**config.mk**
```make
export PLATFORM = sky130hd
export DESIGN_NAME = seg_dynamic_n
export DESIGN_NICKNAME = d
export VERILOG_FILES = /design/src/rtl/seg_dynamic_n.sv
export SDC_FILE = /design/constraint.sdc
export NUM_CORES = 1
export LEC_CHECK = 0
export CAP_MARGIN = 20
export CELL_PAD_IN_SITES_DETAIL_PLACEMENT = 0
export CELL_PAD_IN_SITES_GLOBAL_PLACEMENT = 1
export CORE_MARGIN = 4
export CORE_UTILIZATION = 30
export DETAILED_ROUTE_END_ITERATION = 10
export PLACE_DENSITY = 0.69
export SLEW_MARGIN = 25
export SYNTH_ARGS = -nofsm -noshare
export SYNTH_HDL_FRONTEND = slang
export SYNTH_SLANG_ARGS = --single-unit
```
**constraint.sdc**
```tcl
create_clock -name sys_clk -period 2 [get_ports sys_clk]
set_input_delay 0.3 -clock sys_clk [delete_from_list [all_inputs] [get_ports sys_clk]]
set_output_delay 0.3 -clock sys_clk [all_outputs]
set_load 0.02 [all_outputs]
```
**src/rtl/seg_dynamic_n.sv**
```systemverilog
// seg_dynamic_n - multiplexed seven-segment driver for common-anode digits.
// The display value arrives as an unsigned magnitude with a separate sign.
// A free-running shift-add-3 converter produces the BCD digits. The driver
// also handles leading-zero blanking, decimal points, the minus sign, the
// overflow pattern and per-digit blinking.
//
// Ports:
//   sys_clk, sys_rst_n : clock, asynchronous active-low reset
//   data [DATA_W]      : magnitude to display
//   sign               : 1 = negative
//   point [DIGITS]     : decimal point enable per digit (bit 0 = units)
//   blink [DIGITS]     : per-digit blink mask
//   seg_en             : display enable
//   sel [DIGITS]       : one-hot digit select, active-high (bit 0 = units)
//   seg [8]            : segments, active-low, {dp,g,f,e,d,c,b,a}
//   ovf                : overflow flag of the last committed conversion
//   conv_done          : one-cycle pulse when a conversion commits
//
// Converter states:
//   state   | meaning
//   S_LOAD  | capture data/sign/point, clear BCD, arm bit counter
//   S_SHIFT | one add-3 + shift step per cycle, DATA_W cycles
//   S_DONE  | commit BCD, sign, points and overflow to the display register
module seg_dynamic_n #(
    parameter int DIGITS    = 6,
    parameter int DATA_W    = 20,
    parameter int CNT_MAX   = 49_999,
    parameter int BLINK_MAX = 249
) (
    input  logic              sys_clk,
    input  logic              sys_rst_n,
    input  logic [DATA_W-1:0] data,
    input  logic              sign,
    input  logic [DIGITS-1:0] point,
    input  logic [DIGITS-1:0] blink,
    input  logic              seg_en,
    output logic [DIGITS-1:0] sel,
    output logic [7:0]        seg,
    output logic              ovf,
    output logic              conv_done
);

    localparam int BCD_W = 4 * DIGITS;
    localparam int BIT_W = $clog2(DATA_W);
    localparam int IDX_W = $clog2(DIGITS);
    localparam int CNT_W = $clog2(CNT_MAX + 2);
    localparam int BLK_W = $clog2(BLINK_MAX + 2);

    function automatic logic [63:0] pow10(input int e);
        logic [63:0] r;
        r = 64'd1;
        for (int k = 0; k < e; k++) r = r * 64'd10;
        return r;
    endfunction

    localparam logic [63:0] LIM_POS = pow10(DIGITS) - 64'd1;
    localparam logic [63:0] LIM_NEG = pow10(DIGITS - 1) - 64'd1;

    function automatic logic [6:0] glyph(input logic [3:0] d);
        case (d)
            4'd0:    glyph = 7'h40;
            4'd1:    glyph = 7'h79;
            4'd2:    glyph = 7'h24;
            4'd3:    glyph = 7'h30;
            4'd4:    glyph = 7'h19;
            4'd5:    glyph = 7'h12;
            4'd6:    glyph = 7'h02;
            4'd7:    glyph = 7'h78;
            4'd8:    glyph = 7'h00;
            4'd9:    glyph = 7'h10;
            default: glyph = 7'h7F;
        endcase
    endfunction

    typedef enum logic [1:0] {S_LOAD, S_SHIFT, S_DONE} state_t;

    state_t              state_q, state_d;
    logic [DATA_W-1:0]   sh_q, sh_d;
    logic [BCD_W-1:0]    bcd_q, bcd_d, bcd_adj;
    logic [BIT_W-1:0]    bit_q, bit_d;
    logic                sign_cap_q, sign_cap_d;
    logic [DIGITS-1:0]   point_cap_q, point_cap_d;
    logic                ovf_cap_q, ovf_cap_d;
    logic [BCD_W-1:0]    disp_bcd_q, disp_bcd_d;
    logic                disp_sign_q, disp_sign_d;
    logic [DIGITS-1:0]   disp_point_q, disp_point_d;
    logic                ovf_q, ovf_d;
    logic                conv_done_q, conv_done_d;
    logic [CNT_W-1:0]    cnt_q, cnt_d;
    logic [IDX_W-1:0]    idx_q, idx_d;
    logic [BLK_W-1:0]    blink_cnt_q, blink_cnt_d;
    logic                blink_ph_q, blink_ph_d;
    logic [DIGITS-1:0]   sel_q, sel_d;
    logic [7:0]          seg_q, seg_d;

    logic [63:0]         data_ext;
    logic                tick;
    logic                acc;
    logic [DIGITS-1:0]   sig;
    logic [DIGITS-1:0]   sig_below;
    logic                nonzero;
    logic [7:0]          pat [DIGITS];

    assign data_ext = {{(64 - DATA_W){1'b0}}, data};

    // Converter: next state, shift/add-3 datapath and display commit.
    always_comb begin
        state_d      = state_q;
        sh_d         = sh_q;
        bcd_d        = bcd_q;
        bit_d        = bit_q;
        sign_cap_d   = sign_cap_q;
        point_cap_d  = point_cap_q;
        ovf_cap_d    = ovf_cap_q;
        disp_bcd_d   = disp_bcd_q;
        disp_sign_d  = disp_sign_q;
        disp_point_d = disp_point_q;
        ovf_d        = ovf_q;
        conv_done_d  = 1'b0;

        bcd_adj = bcd_q;
        for (int i = 0; i < DIGITS; i++) begin
            if (bcd_q[4*i +: 4] >= 4'd5) bcd_adj[4*i +: 4] = bcd_q[4*i +: 4] + 4'd3;
        end

        case (state_q)
            S_LOAD: begin
                sh_d        = data;
                bcd_d       = '0;
                bit_d       = BIT_W'(DATA_W - 1);
                sign_cap_d  = sign;
                point_cap_d = point;
                // A negative value gives up the top digit to the minus sign.
                ovf_cap_d   = sign ? (data_ext > LIM_NEG) : (data_ext > LIM_POS);
                state_d     = S_SHIFT;
            end
            S_SHIFT: begin
                // Carry out of the top nibble is dropped; overflow covers it.
                bcd_d = {bcd_adj[BCD_W-2:0], sh_q[DATA_W-1]};
                sh_d  = {sh_q[DATA_W-2:0], 1'b0};
                if (bit_q == '0) state_d = S_DONE;
                else             bit_d   = bit_q - 1'b1;
            end
            S_DONE: begin
                disp_bcd_d   = bcd_q;
                disp_sign_d  = sign_cap_q;
                disp_point_d = point_cap_q;
                ovf_d        = ovf_cap_q;
                conv_done_d  = 1'b1;
                state_d      = S_LOAD;
            end
            default: state_d = S_LOAD;
        endcase
    end

    // Significance: everything at or below the highest nonzero digit or point.
    always_comb begin
        sig = '0;
        acc = 1'b0;
        for (int i = DIGITS - 1; i >= 0; i--) begin
            acc    = acc | (disp_bcd_q[4*i +: 4] != 4'd0) | disp_point_q[i];
            sig[i] = acc;
        end
        sig[0] = 1'b1;
    end

    assign sig_below = {sig[DIGITS-2:0], 1'b0};
    assign nonzero   = |disp_bcd_q;

    always_comb begin
        for (int i = 0; i < DIGITS; i++) begin
            pat[i] = 8'hFF;
            if (ovf_q)
                pat[i] = 8'h86;
            else if (blink[i] && blink_ph_q)
                pat[i] = 8'hFF;
            else if (sig[i])
                pat[i] = {~disp_point_q[i], glyph(disp_bcd_q[4*i +: 4])};
            else if (disp_sign_q && nonzero && sig_below[i])
                pat[i] = 8'hBF;
        end
    end

    // Scan timing, blink phase and registered digit outputs.
    assign tick = (cnt_q == CNT_W'(CNT_MAX));

    always_comb begin
        cnt_d       = tick ? '0 : cnt_q + 1'b1;
        idx_d       = idx_q;
        blink_cnt_d = blink_cnt_q;
        blink_ph_d  = blink_ph_q;
        sel_d       = sel_q;
        seg_d       = seg_q;
        if (tick) begin
            idx_d = (idx_q == IDX_W'(DIGITS - 1)) ? '0 : idx_q + 1'b1;
            if (blink_cnt_q == BLK_W'(BLINK_MAX)) begin
                blink_cnt_d = '0;
                blink_ph_d  = ~blink_ph_q;
            end else begin
                blink_cnt_d = blink_cnt_q + 1'b1;
            end
            if (seg_en) begin
                sel_d = DIGITS'(1) << idx_d;
                seg_d = pat[idx_d];
            end else begin
                sel_d = '0;
                seg_d = 8'hFF;
            end
        end
    end

    always_ff @(posedge sys_clk or negedge sys_rst_n) begin
        if (!sys_rst_n) begin
            state_q      <= S_LOAD;
            sh_q         <= '0;
            bcd_q        <= '0;
            bit_q        <= '0;
            sign_cap_q   <= 1'b0;
            point_cap_q  <= '0;
            ovf_cap_q    <= 1'b0;
            disp_bcd_q   <= '0;
            disp_sign_q  <= 1'b0;
            disp_point_q <= '0;
            ovf_q        <= 1'b0;
            conv_done_q  <= 1'b0;
            cnt_q        <= '0;
            idx_q        <= '0;
            blink_cnt_q  <= '0;
            blink_ph_q   <= 1'b0;
            sel_q        <= '0;
            seg_q        <= 8'hFF;
        end else begin
            state_q      <= state_d;
            sh_q         <= sh_d;
            bcd_q        <= bcd_d;
            bit_q        <= bit_d;
            sign_cap_q   <= sign_cap_d;
            point_cap_q  <= point_cap_d;
            ovf_cap_q    <= ovf_cap_d;
            disp_bcd_q   <= disp_bcd_d;
            disp_sign_q  <= disp_sign_d;
            disp_point_q <= disp_point_d;
            ovf_q        <= ovf_d;
            conv_done_q  <= conv_done_d;
            cnt_q        <= cnt_d;
            idx_q        <= idx_d;
            blink_cnt_q  <= blink_cnt_d;
            blink_ph_q   <= blink_ph_d;
            sel_q        <= sel_d;
            seg_q        <= seg_d;
        end
    end

    assign sel       = sel_q;
    assign seg       = seg_q;
    assign ovf       = ovf_q;
    assign conv_done = conv_done_q;

endmodule

```
Word-level counts from Yosys, hierarchy flattened
Memory sizes are Yosys's and may differ from the RTL's.
Index checks and enable logic that the tools add are counted.
{"block": "totals", "regBits": 134, "romBits": 672, "in_bits": 36, "word_cells": 134, "memories": 6}
{"name": "(name not given)", "words": 16, "word_bits": 7, "rd": 1, "rd_clocked_by_memory_dff": 0, "wr": 0, "line": "60", "source": "case (d)"}
{"name": "(name not given)", "words": 16, "word_bits": 7, "rd": 1, "rd_clocked_by_memory_dff": 0, "wr": 0, "line": "60"}
{"name": "(name not given)", "words": 16, "word_bits": 7, "rd": 1, "rd_clocked_by_memory_dff": 0, "wr": 0, "line": "60"}
{"name": "(name not given)", "words": 16, "word_bits": 7, "rd": 1, "rd_clocked_by_memory_dff": 0, "wr": 0, "line": "60"}
{"name": "(name not given)", "words": 16, "word_bits": 7, "rd": 1, "rd_clocked_by_memory_dff": 0, "wr": 0, "line": "60"}
{"name": "(name not given)", "words": 16, "word_bits": 7, "rd": 1, "rd_clocked_by_memory_dff": 0, "wr": 0, "line": "60"}
{"block": "op_classes", "addsub": 10, "n_lt_le_gt_ge": 9, "n_eq_ne": 7, "n_shift": 1, "muxes": 44, "bitwise": 17, "reduce_logical": 22}
{"cell": "$mux W8", "count": 21}
{"cell": "$pmux W24 S2", "count": 1}
{"cell": "$pmux W20 S2", "count": 1}
{"cell": "$mux W7", "count": 5}
{"cell": "$bmux W8 S3", "count": 1}
{"cell": "$ge A4 B3 Y1 const B", "count": 6}
{"cell": "$reduce_or A24 Y1", "count": 1}
{"cell": "$add A4 B2 Y4 const B", "count": 5}
{"cell": "$gt A20 B17 Y1 const B", "count": 1}
{"cell": "$gt A20 B20 Y1 const B", "count": 1}
{"cell": "$mux W4", "count": 5}
{"cell": "$reduce_bool A4 Y1", "count": 5}
{"cell": "$add A16 B1 Y16 const B", "count": 1}
{"cell": "$eq A16 B16 Y1 const B", "count": 1}
{"cell": "$mux W16", "count": 1}
{"cell": "$logic_and A1 B1 Y1", "count": 11}
{"cell": "$pmux W5 S2", "count": 1}
{"cell": "$or A1 B1 Y1", "count": 9}
{"cell": "$add A8 B1 Y8 const B", "count": 1}
{"cell": "$eq A8 B8 Y1 const B", "count": 1}
{"cell": "$not A1 Y1", "count": 7}
{"cell": "$mux W3", "count": 2}
{"cell": "$mux W6", "count": 1}
{"cell": "$shl A1 B3 Y6 const A", "count": 1}
{"cell": "other kinds (17)", "count": 20}

Logic depth before layout (Yosys ltp)
{"block": "logic_depth", "depth_word": 19, "depth_mapped": 8, "mapped_depth_nobuf": 8}

Least setup slack after synthesis
Ideal clock, no wire load.
{"block": "synth_path", "kind": "reg-to-reg", "from": "reg disp_bcd_q[17]", "to": "reg seg_q[6] (netlist: seg[6])", "arrival_ns": 1.970, "required_time_ns": 1.923, "path_slack_ns": -0.047, "stages_incl_launch_ff": 9, "period_less_slack_ns": 2.047, "cell_sequence": "dfrtp_1 -> inv_1 -> ha_1 -> nor4b_2 -> nand4_2 -> o21ai_2 -> nor2_1 -> a311o_1 -> a31oi_1"}
{"block": "synth_between", "elab_chain_cells": 18, "word_cells_on_any_way": 40, "classes_between": "mux: 24; bitwise: 8; reduce/logical: 7; memory: 1"}
{"element": "from (decl)", "line": "84", "source": "logic [BCD_W-1:0] disp_bcd_q, disp_bcd_d;"}
{"element": "from (signal assigned)", "line": "240", "source": "disp_bcd_q <= disp_bcd_d;"}
{"element": "$reduce_bool A4 Y1", "line": "161", "source": "acc = acc | (disp_bcd_q[4*i +: 4] != 4'd0) | disp_point_q[i];"}
{"element": "$or A1 B1 Y1 (8 in series)", "line": "161"}
{"element": "$logic_and A1 B1 Y1", "line": "179", "source": "else if (disp_sign_q && nonzero && sig_below[i])"}
{"element": "$mux W7", "line": "179"}
{"element": "$mux W8", "line": "177", "source": "else if (sig[i])"}
{"element": "$mux W8", "line": "175", "source": "else if (blink[i] && blink_ph_q)"}
{"element": "$mux W8", "line": "173", "source": "if (ovf_q)"}
{"element": "$bmux W8 S3 *", "line": "204", "source": "seg_d = pat[idx_d];"}
{"element": "$mux W8 (not written as such) * (2 in series)", "line": "204"}
{"element": "$mux W8 *", "line": "202", "source": "if (seg_en) begin"}
{"element": "to (signal assigned)", "line": "250", "source": "seg_q <= seg_d;"}
{"element": "to (decl)", "line": "94", "source": "logic [7:0] seg_q, seg_d;"}
Every way passes the cells marked *; elsewhere a longest branch is shown, timed or not. The select of a mux whose other input is x is not followed.
A chain may end at the register's enable or synchronous reset.

Worst setup path after layout
{"block": "layout_path", "from": "reg disp_bcd_q[23]", "to": "reg seg_q[3] (netlist: seg[3])"}
{"block": "layout_between", "elab_chain_cells": 17, "word_cells_on_any_way": 30, "classes_between": "mux: 19; bitwise: 9; reduce/logical: 1; memory: 1"}
{"element": "$reduce_bool A4 Y1", "line": "161"}
{"element": "$or A1 B1 Y1 (9 in series)", "line": "161"}
{"element": "$mux W8", "line": "177"}
{"element": "$mux W8", "line": "175"}
{"element": "$mux W8", "line": "173"}
{"element": "$bmux W8 S3 *", "line": "204"}
{"element": "$mux W8 (not written as such) * (2 in series)", "line": "204"}
{"element": "$mux W8 *", "line": "202"}
Marked as above.

==> results.ini <==
[run_status]
status = finished with violations
violations = negative setup slack

[synthesis]
yosys.area.top_type_share_pct = 40.38
yosys.cell_types.count = 66
yosys_register_bits = 134
ys_warn_count = 0
synth_most_common_cell = dfrtp_1
syn-num-nets = 925
synth_area_leaders = dfrtp_1, ha_1, o21ai_0
synth_edf_count = 0
netlist_instances = 845
synthTopCellsByCount = dfrtp_1, nand2_1, o21ai_0
avgSynthCellArea_um2 = 9.241
yosysSeqAreaShare_pct = 43.07
yosysTopAreaCell = dfrtp_1
synth_top_flop_cell = dfrtp_1
async_flop_share_pct = 100.0
synth_area_um2 = 7809

[worst_setup_path]
cp-start-kind = register
required_ps = 2350
end_kind = register
reg2reg_from = disp_bcd_q[23]
crit_path_start = disp_bcd_q[23]
critical_path_class = reg2reg
crit_path_max_fanout = 5
worstPathArrival_ps = 2350

[global_route]
use_met3_pct = 2.772
grt-ovfl-total = 0
grt_max_degree = 55
grt_pass1_wl_mm = 32.68
busiest_layer = met2
antenna_found_initial = 0
grt_pass1_vias = 6289
grt_use_total_pct = 13.97
grtUsageMet2_pct = 21.58
grt.met1_usage_pct = 20.05

[layout]
register_area_um2 = 3366
final_nets = 1059
multi_input_area_um2 = 4412
fillCellCount = 2515
final_util_pct = 40.39
syn2layout_area_growth_pct = 31.39
drive_gt1_share_pct = 22.58
antenna_cells = 0

[pwr]
powerDensity_nw_per_um2 = 850.0
power_leakage_uw = 0.004479
p_total_uw = 8721
vdd_drop_max_uv = 462.2

[timing]
holdWs_ps = 416.2
maxSlewHeadroom_pct = 62.80
setup_viol = 1
slew_viol_final = 0
rsz0062_at_grt = true
worst_pin_slew_ps = 558.0
max_freq_ghz = 0.5000
min_period_ps = 2000
finClkSkew_ps = 10.48
hold_violations = 0
min_period_over_period_pct = 100.0
setup_ws_ps = -0.1683

[hold_path]
min_path_type = in2async

[route]
vias = 6476
drtIter0Drc = 366
wl_per_cell_um = 14.60
postRouteAntennaNets = 0
routed_via_density = 4.899
routed_wl_mm = 19.31
drtPass1Iterations = 5
drt_drc_violations_left = 0

[floorplanning]
initial_core_util_pct = 30.74
std_cell_rows = 58
die_area_um2 = 28670
die_x_um = 169.3
die_h_um = 169.3
core_area_um2 = 25400
ios = 52

[clocking]
clk_pin_slew_ps = 70
cts_sinks = 134
cts_buffer_depth = 2
cts_buffers = 17
htree_levels = 4
clock_latency_ps = 420
cts-root-buf = clkbuf_16
cts_tree = built

[placed_design]
hpwl_mm = 14.26
io_buffers = 51
gp_congestion = 0.8578

[run]
maxCapViolCount = 0

repair_timing:
item / CTS / global route
setup buffers: 2 / 8
resized for setup: 16 / 40
hold buffers: 1 / 0
endpoints found under the hold margin: 42 / 0
pin swaps: 9 / 17
endpoints found under the setup margin: 8 / 13
path summary, 6_finish.rpt:
| kind | depth (start not counted) | end | slack, ps |
|---|---|---|---|
| max | 5 | seg[3] | -0.2 |
| max in group asynchronous | 3 | ovf | 990 |
| min | 2 | sel[5] | 420 |
| max reg2reg | 5 | seg[3] | -0.2 |
| min reg2reg | 2 | sel[3] | 470 |
| min in group sys_clk | 2 | sel[3] | 470 |
flip-flops by register name (all words and copies together) (netlist names), 2 cells and up:
| name | flops |
|---|---|
| disp_bcd_q | 24 |
| idx_q | 3 |
| blink_cnt_q | 8 |
| state_q | 2 |
| sh_q | 20 |
| cnt_q | 16 |
| seg | 8 |
| point_cap_q | 6 |
| bit_q | 5 |
| disp_point_q | 6 |
| bcd_q | 24 |
| sel | 6 |
cell families (layout without fill, tap and decap cells):
family	Yosys count	count (layout)	share of synthesized area (%)
xor gates and xnor gates	30	30	3.365
DFF	134	134	43.07
adders and majority gates	44	44	7.050
muxes	51	51	6.970
buffers and inverters	79	226	4.166
AOI/OAI and AO/OA	231	231	17.83
and+or+nand+nor	276	276	17.55
where the power goes:
group | switching, µW | internal (µW)
sequential | 163 | 2900
combinational | 1280 | 1260
clock | 1260 | 1850
total | 2710 | 6010
critical path, stage by stage (launching register included):
cell and delay, ps:
dfrtp_1 500, or4b_4 600, o211ai_1 310, o211ai_1 160
and3b_1 210, a21oi_1 140
per-layer routing:
layer / wire (µm) / vias up
met3: 843 / 17
met1: 9603 / 3064
li1: - / 3265
met2: 8591 / 130
met4: 267 / 0
met5: 0 / -
through the flow:
step / cell area, µm² / TNS, ps / std cells / worst slack (ps)
after floorplan: 7829 / 0 / 845 / 3.010
after global placement: 9330 / -487.1 / 1280 / -109.6
after detailed placement: 9330 / -681.3 / 1280 / -145.5
after CTS: 10010 / -38.67 / 1315 / -28.20
after global routing: 10260 / -458.6 / 1322 / -117.7
final: 10260 / -0.1683 / 1322 / -0.1683
cells in the final DEF (no fill, tap or decap), types with 6 or more instances in the layout:
master and count:
xnor2_1 15, clkbuf_16 17, xor2_1 15, o21ai_0 98, dfrtp_1 124, o22ai_1 6, nor3_1 12, o31ai_1 12
nand2_1 108, o211ai_1 8, dfstp_2 8, nand2b_1 20, inv_2 8, a22o_1 7, and2_1 6, nand3_1 19
clkdlybuf4s50_1 50, inv_1 30, nor2_1 54, mux2i_1 24, buf_4 99, mux2_2 27, a21oi_1 52, ha_1 38
cell type report:
cell class / instances / share of cell area (%)
flip-flops and latches: 134 / 32.81
clock inverters: 13 / 1.427
clock buffers: 19 / 4.220
repair buffers: 156 / 13.13
well taps: 330 / 4.024
inverters: 38 / 1.390
multi-input cells: 632 / 43.00
No activity file was read; power rests on OpenSTA's default activity.
